## src/rtl/backscatter_bit_scheduler.sv

```systemverilog
// ---------------------------------------------------------------------------
// backscatter_bit_scheduler
//
// Purpose: frames a backscatter transmission. On start it emits an
// alternating 1/0 preamble, then pulls payload words from a valid/ready
// source and shifts them out LSB first, one bit per symbol. Every symbol
// lasts (period + 1) clock cycles. The period is captured from div_cfg
// when the frame starts.
//
// Optional feature: define BACKSCATTER_WHITENING_EN to XOR the payload bits
// with a 7-bit LFSR (x^7 + x^4 + 1, seed 7'h53). The LFSR is reloaded at
// start and advances once per payload symbol. Preamble bits are never
// whitened.
//
// Ports:
//   clock       system clock, rising edge
//   reset       asynchronous, active-low reset
//   div_cfg     symbol period minus one, in clock cycles
//   start       single-cycle frame request (only accepted in IDLE)
//   word_valid  payload word available
//   word_data   payload word
//   word_last   payload word is the last of the frame
//   word_ready  single-cycle word accept strobe
//   sym_out     current symbol level
//   sym_tick    pulse in the first cycle of each symbol
//   busy        frame in progress (PRE or DATA)
//   done        one-cycle pulse on normal frame completion
//   underrun    one-cycle pulse when no word was available at word_ready
// ---------------------------------------------------------------------------
// state | meaning
// IDLE  | waiting for start; all outputs low
// PRE   | emitting PRE_BITS alternating preamble symbols
// DATA  | emitting payload bits, LSB first
// DONE  | one-cycle completion pulse, then back to IDLE
// ---------------------------------------------------------------------------
module backscatter_bit_scheduler #(
    parameter int DIV_W    = 12,
    parameter int DATA_W   = 32,
    parameter int PRE_BITS = 8
) (
    input  logic              clock,
    input  logic              reset,
    input  logic [DIV_W-1:0]  div_cfg,
    input  logic              start,
    input  logic              word_valid,
    input  logic [DATA_W-1:0] word_data,
    input  logic              word_last,
    output logic              word_ready,
    output logic              sym_out,
    output logic              sym_tick,
    output logic              busy,
    output logic              done,
    output logic              underrun
);

    localparam int CNT_MAX = (PRE_BITS > DATA_W) ? PRE_BITS : DATA_W;
    localparam int IDX_W   = (CNT_MAX > 1) ? $clog2(CNT_MAX) : 1;
    localparam logic [IDX_W-1:0] PRE_LAST  = IDX_W'(PRE_BITS - 1);
    localparam logic [IDX_W-1:0] DATA_LAST = IDX_W'(DATA_W - 1);

    typedef enum logic [1:0] {
        S_IDLE = 2'd0,
        S_PRE  = 2'd1,
        S_DATA = 2'd2,
        S_DONE = 2'd3
    } state_t;

    state_t            state;
    state_t            state_next;
    logic [DIV_W-1:0]  div;
    logic [DIV_W-1:0]  period;
    logic [IDX_W-1:0]  idx;
    logic [DATA_W-1:0] shreg;
    logic              last_flag;
    logic              white_bit;

    logic boundary;
    logic pre_end;
    logic data_end;
    logic want_word;
    logic xfer;

    assign boundary  = (div == period);
    assign pre_end   = (state == S_PRE)  && boundary && (idx == PRE_LAST);
    assign data_end  = (state == S_DATA) && boundary && (idx == DATA_LAST);
    // A new word is requested after the preamble, and after each word that
    // was not marked last.
    assign want_word = pre_end || (data_end && !last_flag);
    assign xfer      = want_word && word_valid;

    // State register
    always_ff @(posedge clock or negedge reset) begin
        if (!reset) begin
            state <= S_IDLE;
        end else begin
            state <= state_next;
        end
    end

    // Next-state logic
    always_comb begin
        state_next = state;
        case (state)
            S_IDLE: begin
                if (start) begin
                    state_next = S_PRE;
                end
            end
            S_PRE: begin
                if (pre_end) begin
                    state_next = word_valid ? S_DATA : S_IDLE;
                end
            end
            S_DATA: begin
                if (data_end) begin
                    if (last_flag) begin
                        state_next = S_DONE;
                    end else begin
                        state_next = word_valid ? S_DATA : S_IDLE;
                    end
                end
            end
            S_DONE: begin
                state_next = S_IDLE;
            end
            default: begin
                state_next = S_IDLE;
            end
        endcase
    end

    // Output logic
    always_comb begin
        word_ready = 1'b0;
        sym_out    = 1'b0;
        sym_tick   = 1'b0;
        busy       = 1'b0;
        done       = 1'b0;
        underrun   = 1'b0;
        case (state)
            S_PRE: begin
                busy       = 1'b1;
                sym_tick   = (div == '0);
                sym_out    = ~idx[0];
                word_ready = want_word;
            end
            S_DATA: begin
                busy       = 1'b1;
                sym_tick   = (div == '0);
                sym_out    = shreg[0] ^ white_bit;
                word_ready = want_word;
            end
            S_DONE: begin
                done = 1'b1;
            end
            default: begin
            end
        endcase
        // Abort cycle: the source had nothing to give, so the carrier is
        // parked low while the block drops back to IDLE.
        if (want_word && !word_valid) begin
            underrun = 1'b1;
            sym_out  = 1'b0;
        end
    end

    // Symbol timing, bit counting and payload shifting
    always_ff @(posedge clock or negedge reset) begin
        if (!reset) begin
            div       <= '0;
            period    <= '0;
            idx       <= '0;
            shreg     <= '0;
            last_flag <= 1'b0;
        end else begin
            case (state)
                S_IDLE: begin
                    div <= '0;
                    idx <= '0;
                    if (start) begin
                        period <= div_cfg;
                    end
                end
                S_PRE, S_DATA: begin
                    div <= boundary ? '0 : div + 1'b1;
                    if (boundary) begin
                        idx <= (pre_end || data_end) ? '0 : idx + 1'b1;
                    end
                    if (xfer) begin
                        shreg     <= word_data;
                        last_flag <= word_last;
                    end else if (boundary && (state == S_DATA)) begin
                        shreg <= shreg >> 1;
                    end
                end
                default: begin
                    div <= '0;
                end
            endcase
        end
    end

`ifdef BACKSCATTER_WHITENING_EN
    logic [6:0] lfsr;

    // Fibonacci LFSR, taps at bits 7 and 4; the MSB is the whitening bit.
    always_ff @(posedge clock or negedge reset) begin
        if (!reset) begin
            lfsr <= 7'h53;
        end else if ((state == S_IDLE) && start) begin
            lfsr <= 7'h53;
        end else if ((state == S_DATA) && boundary) begin
            lfsr <= {lfsr[5:0], lfsr[6] ^ lfsr[3]};
        end
    end

    assign white_bit = lfsr[6];
`else
    assign white_bit = 1'b0;
`endif

endmodule

```

## config.mk

```make
export PLATFORM = sky130hd
export DESIGN_NAME = backscatter_bit_scheduler
export DESIGN_NICKNAME = d
export VERILOG_FILES = /design/src/rtl/backscatter_bit_scheduler.sv
export SDC_FILE = /design/constraint.sdc
export NUM_CORES = 1
export LEC_CHECK = 0
export CORE_MARGIN = 10
export CORE_UTILIZATION = 25
export DETAILED_ROUTE_END_ITERATION = 10
export SLEW_MARGIN = 40
export SYNTH_ARGS = -nofsm -noshare
export SYNTH_HDL_FRONTEND = slang
export SYNTH_SLANG_ARGS = --single-unit
```

## constraint.sdc

```tcl
create_clock -name clock -period 2.4 [get_ports clock]
set_input_delay 0.48 -clock clock [delete_from_list [all_inputs] [get_ports clock]]
set_output_delay 0.48 -clock clock [all_outputs]
set_load 0.05 [all_outputs]
```

# --- After elaboration in Yosys (flattened, before gate mapping) ---
# Index checks and enable logic that the tools add are counted.
word_totals:
  register_bits: 64
  in_bits: 49
  out_inout_bits: 6
op_classes:
  add_sub_neg: 2
  eq_ne: 10
  mux: 20
  bitwise_logic: 1
  n_reduce_logical: 21
ops:
  columns: ["operator", "n"]
  rows:
  - ["$mux 32", 2]
  - ["$mux 12", 2]
  - ["$add 12x1->12 const B", 1]
  - ["$eq 12x12->1", 1]
  - ["$logic_not 12->1", 1]
  - ["$mux 2", 5]
  - ["$mux 5", 2]
  - ["$pmux 5 s2", 1]
  - ["$pmux 2 s4", 1]
  - ["$reduce_and 2->1", 4]
  - ["$logic_and 1x1->1", 7]
  - ["$mux 1", 6]
  - ["$ne 2x2->1 const B", 3]
  - ["$add 5x1->5 const B", 1]
  - ["$eq 5x3->1 const B", 1]
  - ["$eq 5x5->1 const B", 1]
  - ["$eq 2x2->1 const B", 2]
  - ["$reduce_bool 2->1", 2]
  - ["$reduce_and 3->1", 1]
  - ["$eq 2x1->1 const B", 1]
  - ["$logic_not 1->1", 2]
  - ["$logic_not 2->1", 1]
  - ["$logic_or 1x1->1", 2]
  - ["$ne 2x1->1 const B", 1]
  - ["3 further kinds", 3]

# --- Depth between registers and ports, before layout ---
depth:
  depth_word: 8
  ltp_mapped: 10
  ltp_nobuf: 9

# --- Least setup slack after synthesis ---
# No wires, ideal clock.
synth_timing:
  kind: "reg2out"
  start: "reg idx[0]"
  end: "out sym_out"
  arrival_ns: 3.003
  required_time_ns: 1.920
  slack_ns: -1.083
  path_stages_with_launch: 9
  path_buffers: 0
  path_cell_list: "dfrtp_1 ha_1 and3_1 ha_1 nand2_1 or2_2 and2_1 nor3_1 nor3_1"
synth_between:
  elab_chain_len: 6
synth_rtl:
  columns: ["item", "line_no", "text"]
  rows:
  - ["start, declared", "72", "logic [IDX_W-1:0] idx;"]
  - ["start signal, assigned", "187", "idx <= (pre_end || data_end) ? '0 : idx + 1'b1;"]
  - ["$eq 5x5->1", "85", "assign data_end = (state == S_DATA) && boundary && (idx == DATA_LAST);"]
  - ["$logic_and 1x1->1", "85", null]
  - ["$logic_and 1x1->1", "88", "assign want_word = pre_end || (data_end && !last_flag);"]
  - ["$logic_or 1x1->1", "88", null]
  - ["$logic_and 1x1->1", "161", "if (want_word && !word_valid) begin"]
  - ["$mux 1 (*)", "161", null]
  - ["end, declared", "49", "output logic sym_out,"]
# Mark *: on every way between the ends. The rest lies on a longest branch, timed or not.

# --- Worst setup path in the final report ---
# Same ends and word-level chain as after synthesis.

==> run_results.csv <==
group,metric,value,unit
worst_setup_path,cp_num_cells,9,
outcome,status,"complete, but fails checks",
clock_network,cts_tree,"done",
placement,hpwl,5710,um
clock_network,cts.reportedPaths.clkPinSlew,50,ps
layout,layout_commonest_cell,"nor2_1",
timing,period_minus_slack,2590,ps
pwr,p_leak,1.82,nW
route,dr_total_vias,2464,
grt,antenna_found_initial,0,
placement,io_buffers,54,
layout,num-nets-final,430,
worst_setup_path,worst_setup_path_end_kind,"output port",
pwr,irDropWorstVdd,0.333,mV
layout,fin_util,35.5,%
grt,grt_overflow,0,
grt,first_global_vias,2673,
logic_synthesis,postSynth.asyncResetShare,100,%
timing,setup_viol,4,
die,die-area,17000,um^2
logic_synthesis,synth_ff_type,"dfrtp_1",
die,die_h,131,um
layout,fin_cells,524,
worst_hold_path,min-delay-path-class,"in -> async",
clock_network,clock-sinks,64,
timing,tightest_slew,604,ps
worst_setup_path,cp_max_fo,3,
layout,syn_to_final_growth,39.4,%
route,ant_nets,0,
layout,drive_above_1_share,19.1,%
pwr,clkPwrFrac,30.4,%
logic_synthesis,synth_edf_count,0,
die,row_count,40,
timing,max_slew_margin,59.7,%
layout,design_area,4260,um^2
worst_setup_path,cp.arrival,2110,ps
timing,fin_worst_skew,6.47,ps
die,core,12000,um^2
worst_setup_path,cp.buffers_inverters,1,
layout,nFillCells,1229,
pwr,internal-power,0.00264,W
worst_setup_path,r2r_cells,9,
placement,placedCellCount,501,
placement,routabilityCongestion,0.826,
clock_network,clock_path_buffers,2,
clock_network,htreeDepth,3,
grt,grt_pass1_wl,13300,um
logic_synthesis,yosys_warnings,0,
logic_synthesis,synth_seq_cells,64,
worst_setup_path,path_cells,"ha_2 -> and3_4 -> ha_4 -> nand2_4 -> or2_4 -> and2_4 -> nor3_4 -> nor3_4 -> buf_6",
worst_setup_path,start_kind,"flip-flop",
worst_setup_path,slowest_delay,360,ps
die,ios,55,
pwr,p_switching,0.00125,W
timing,period_share,108,%
route,drt_iter0_drc,114,
route,wl_per_cell,15.0,um
layout,diodes,0,
logic_synthesis,ys_seq_area_share,52.4,%
logic_synthesis,synth_cell_type_count,39,
pwr,combPwrFrac,32.5,%
pwr,p_seq_share,37.0,%
worst_setup_path,required,1920,ps
layout,mostFrequentLayoutCells,"73 x nor2_1, 64 x dfrtp_1, 48 x clkdlybuf4s50_1, 31 x o22ai_1, 21 x buf_4",
grt,grt_usage,9.98,%
logic_synthesis,syn_inst,298,
pwr,p_per_area,914,nW/um^2
timing,fmax,387,MHz
timing,hold_viol_final,0,
clock_network,worstSkewPairLatency,330,ps
die,start_util,25.4,%
placement,place_area,3900,um^2
clock_network,cts-root-buf,"clkbuf_16",
pwr,netSwitchingFraction,32.1,%
timing,drv_slew,0,
worst_setup_path,critPathKind,"reg -> out",
logic_synthesis,synth_nets,355,
worst_setup_path,critPathTopFamily,"simple AND/OR/NAND/NOR gates",
grt,grt_max_degree,33,
worst_setup_path,critPathSlowestCell,"dfrtp_1",
route,drc_errors,0,
logic_synthesis,syn_avg_cell_area,10.3,um^2
timing,rsz0062_at_grt,"yes",
route,drt-vias-per-instance,4.70,
die,dieWidth,131,um
route,first_pass_iters,4,
clock_network,numCtsBuffers,9,
logic_synthesis,synth_area,3060,um^2
timing,setup_ws,-186,ps
route,wl,7850,um
outcome,violations,"setup timing",
worst_setup_path,crit_top_cell,"nor3_4",
clock_network,cts-hold-fix-buffers,0,
run,timing.max_cap.violations,0,
## cell usage after synthesis (2+ instances only)
master,number,area share (%)
o22ai_1,31,6.3
buf_4,3,0.74
nor2_1,73,9.0
nand4_1,3,0.61
o21ai_0,4,0.65
and3_1,5,1.0
or3_1,2,0.41
xnor2_1,13,3.7
nand3_1,11,1.8
ha_1,8,3.3
a21oi_1,6,0.98
a22o_1,2,0.57
and3_2,2,0.49
inv_1,9,1.1
nor4_1,2,0.41
nand2_1,9,1.1
o21a_1,2,0.49
mux2_2,14,5.2
nor3_1,3,0.49
xor2_1,8,2.3
buf_2,5,0.82
dfrtp_1,64,52
buf_6,3,1.1
## cell type report
type	instances	area, um^2	share of cell area, %
flip-flops and latches	64	1600	37.6
multi-input cells	212	1400	32.8
repair buffers	77	774	18.2
clock buffers	15	268	6.28
well taps	147	184	4.32
inverters	9	33.8	0.793
## through the flow
| stage | setup slack, ps | TNS (ps) | power (W) | hold WS, ps |
|---|---|---|---|---|
| after floorplan | -97.4 | -271 | 0.00227 | 184 |
| after global placement | 71.3 | 0 | 0.00268 | 494 |
| after detailed placement | 4.79 | 0 | 0.00271 | 502 |
| after CTS | -193 | -554 | 0.00394 | 183 |
| after global routing | -284 | -901 | 0.00412 | 209 |
| final | -186 | -450 | 0.00389 | 164 |
## timing repair
item / CTS / global route
pin swaps: 2 / 3
buffers inserted: 4 / 4
endpoints found under the setup margin: 4 / 4
resized for setup: 5 / 1
gates cloned: 0 / 0
hold endpoints to repair: 0 / 0
## kinds of logic (layout without fill, tap and decap cells)
kind of cell	Yosys count	in the layout	share of synthesized area (%)
AOI/OAI and AO/OA	51	51	11.1
xor gates and xnor gates	21	21	6.02
adders and majority gates	8	8	3.27
buffers and inverters	22	101	4.05
DFF	64	64	52.4
muxes	14	14	5.16
and+or+nand+nor	118	118	18.0
## registers in the layout, indices dropped and copies added, names as in the netlist
register and flops:
idx 5, last_flag 1, state 2, div 12, shreg 32, period 12
## power groups by stage
stage | clock (W) | sequential, W | combinational, W
finish | 0.00119 | 0.00144 | 0.00127
global route | 0.00127 | 0.00147 | 0.00138
CTS | 0.00122 | 0.00145 | 0.00127
detailed placement | 0 | 0.00146 | 0.00125
global placement | 0 | 0.00145 | 0.00123
floorplan | 0 | 0.00142 | 0.000846
## per-layer routing
metal | track usage [%] | wire (um) | vias to the layer above
li1 | - | - | 1190
met1 | 12.0 | 3410 | 1204
met2 | 15.9 | 3860 | 54
met3 | 2.90 | 367 | 16
met4 | 5.30 | 221 | 0
met5 | 0 | 0 | -
## worst paths after layout
path,start,end,slack [ps]
worst max-delay path,idx[0],sym_out,-190
worst min-delay path,reset,div[5],160
worst max register to register,idx[0],last_flag,180
worst min register to register,shreg[24],shreg[24],510
max in group asynchronous,reset,shreg[0],1590
min in group clock,shreg[24],shreg[24],510
## worst register-to-register path, cell delays in order (launching register included)
cell and delay [ps]:
dfrtp_1 360, ha_2 180, and3_4 180, ha_4 140, nand2_4 50, or2_4 220, a21boi_1 320, nand2_1 100
buf_4 250, mux2_2 300
Note: power is estimated with default switching activity, not from simulation.
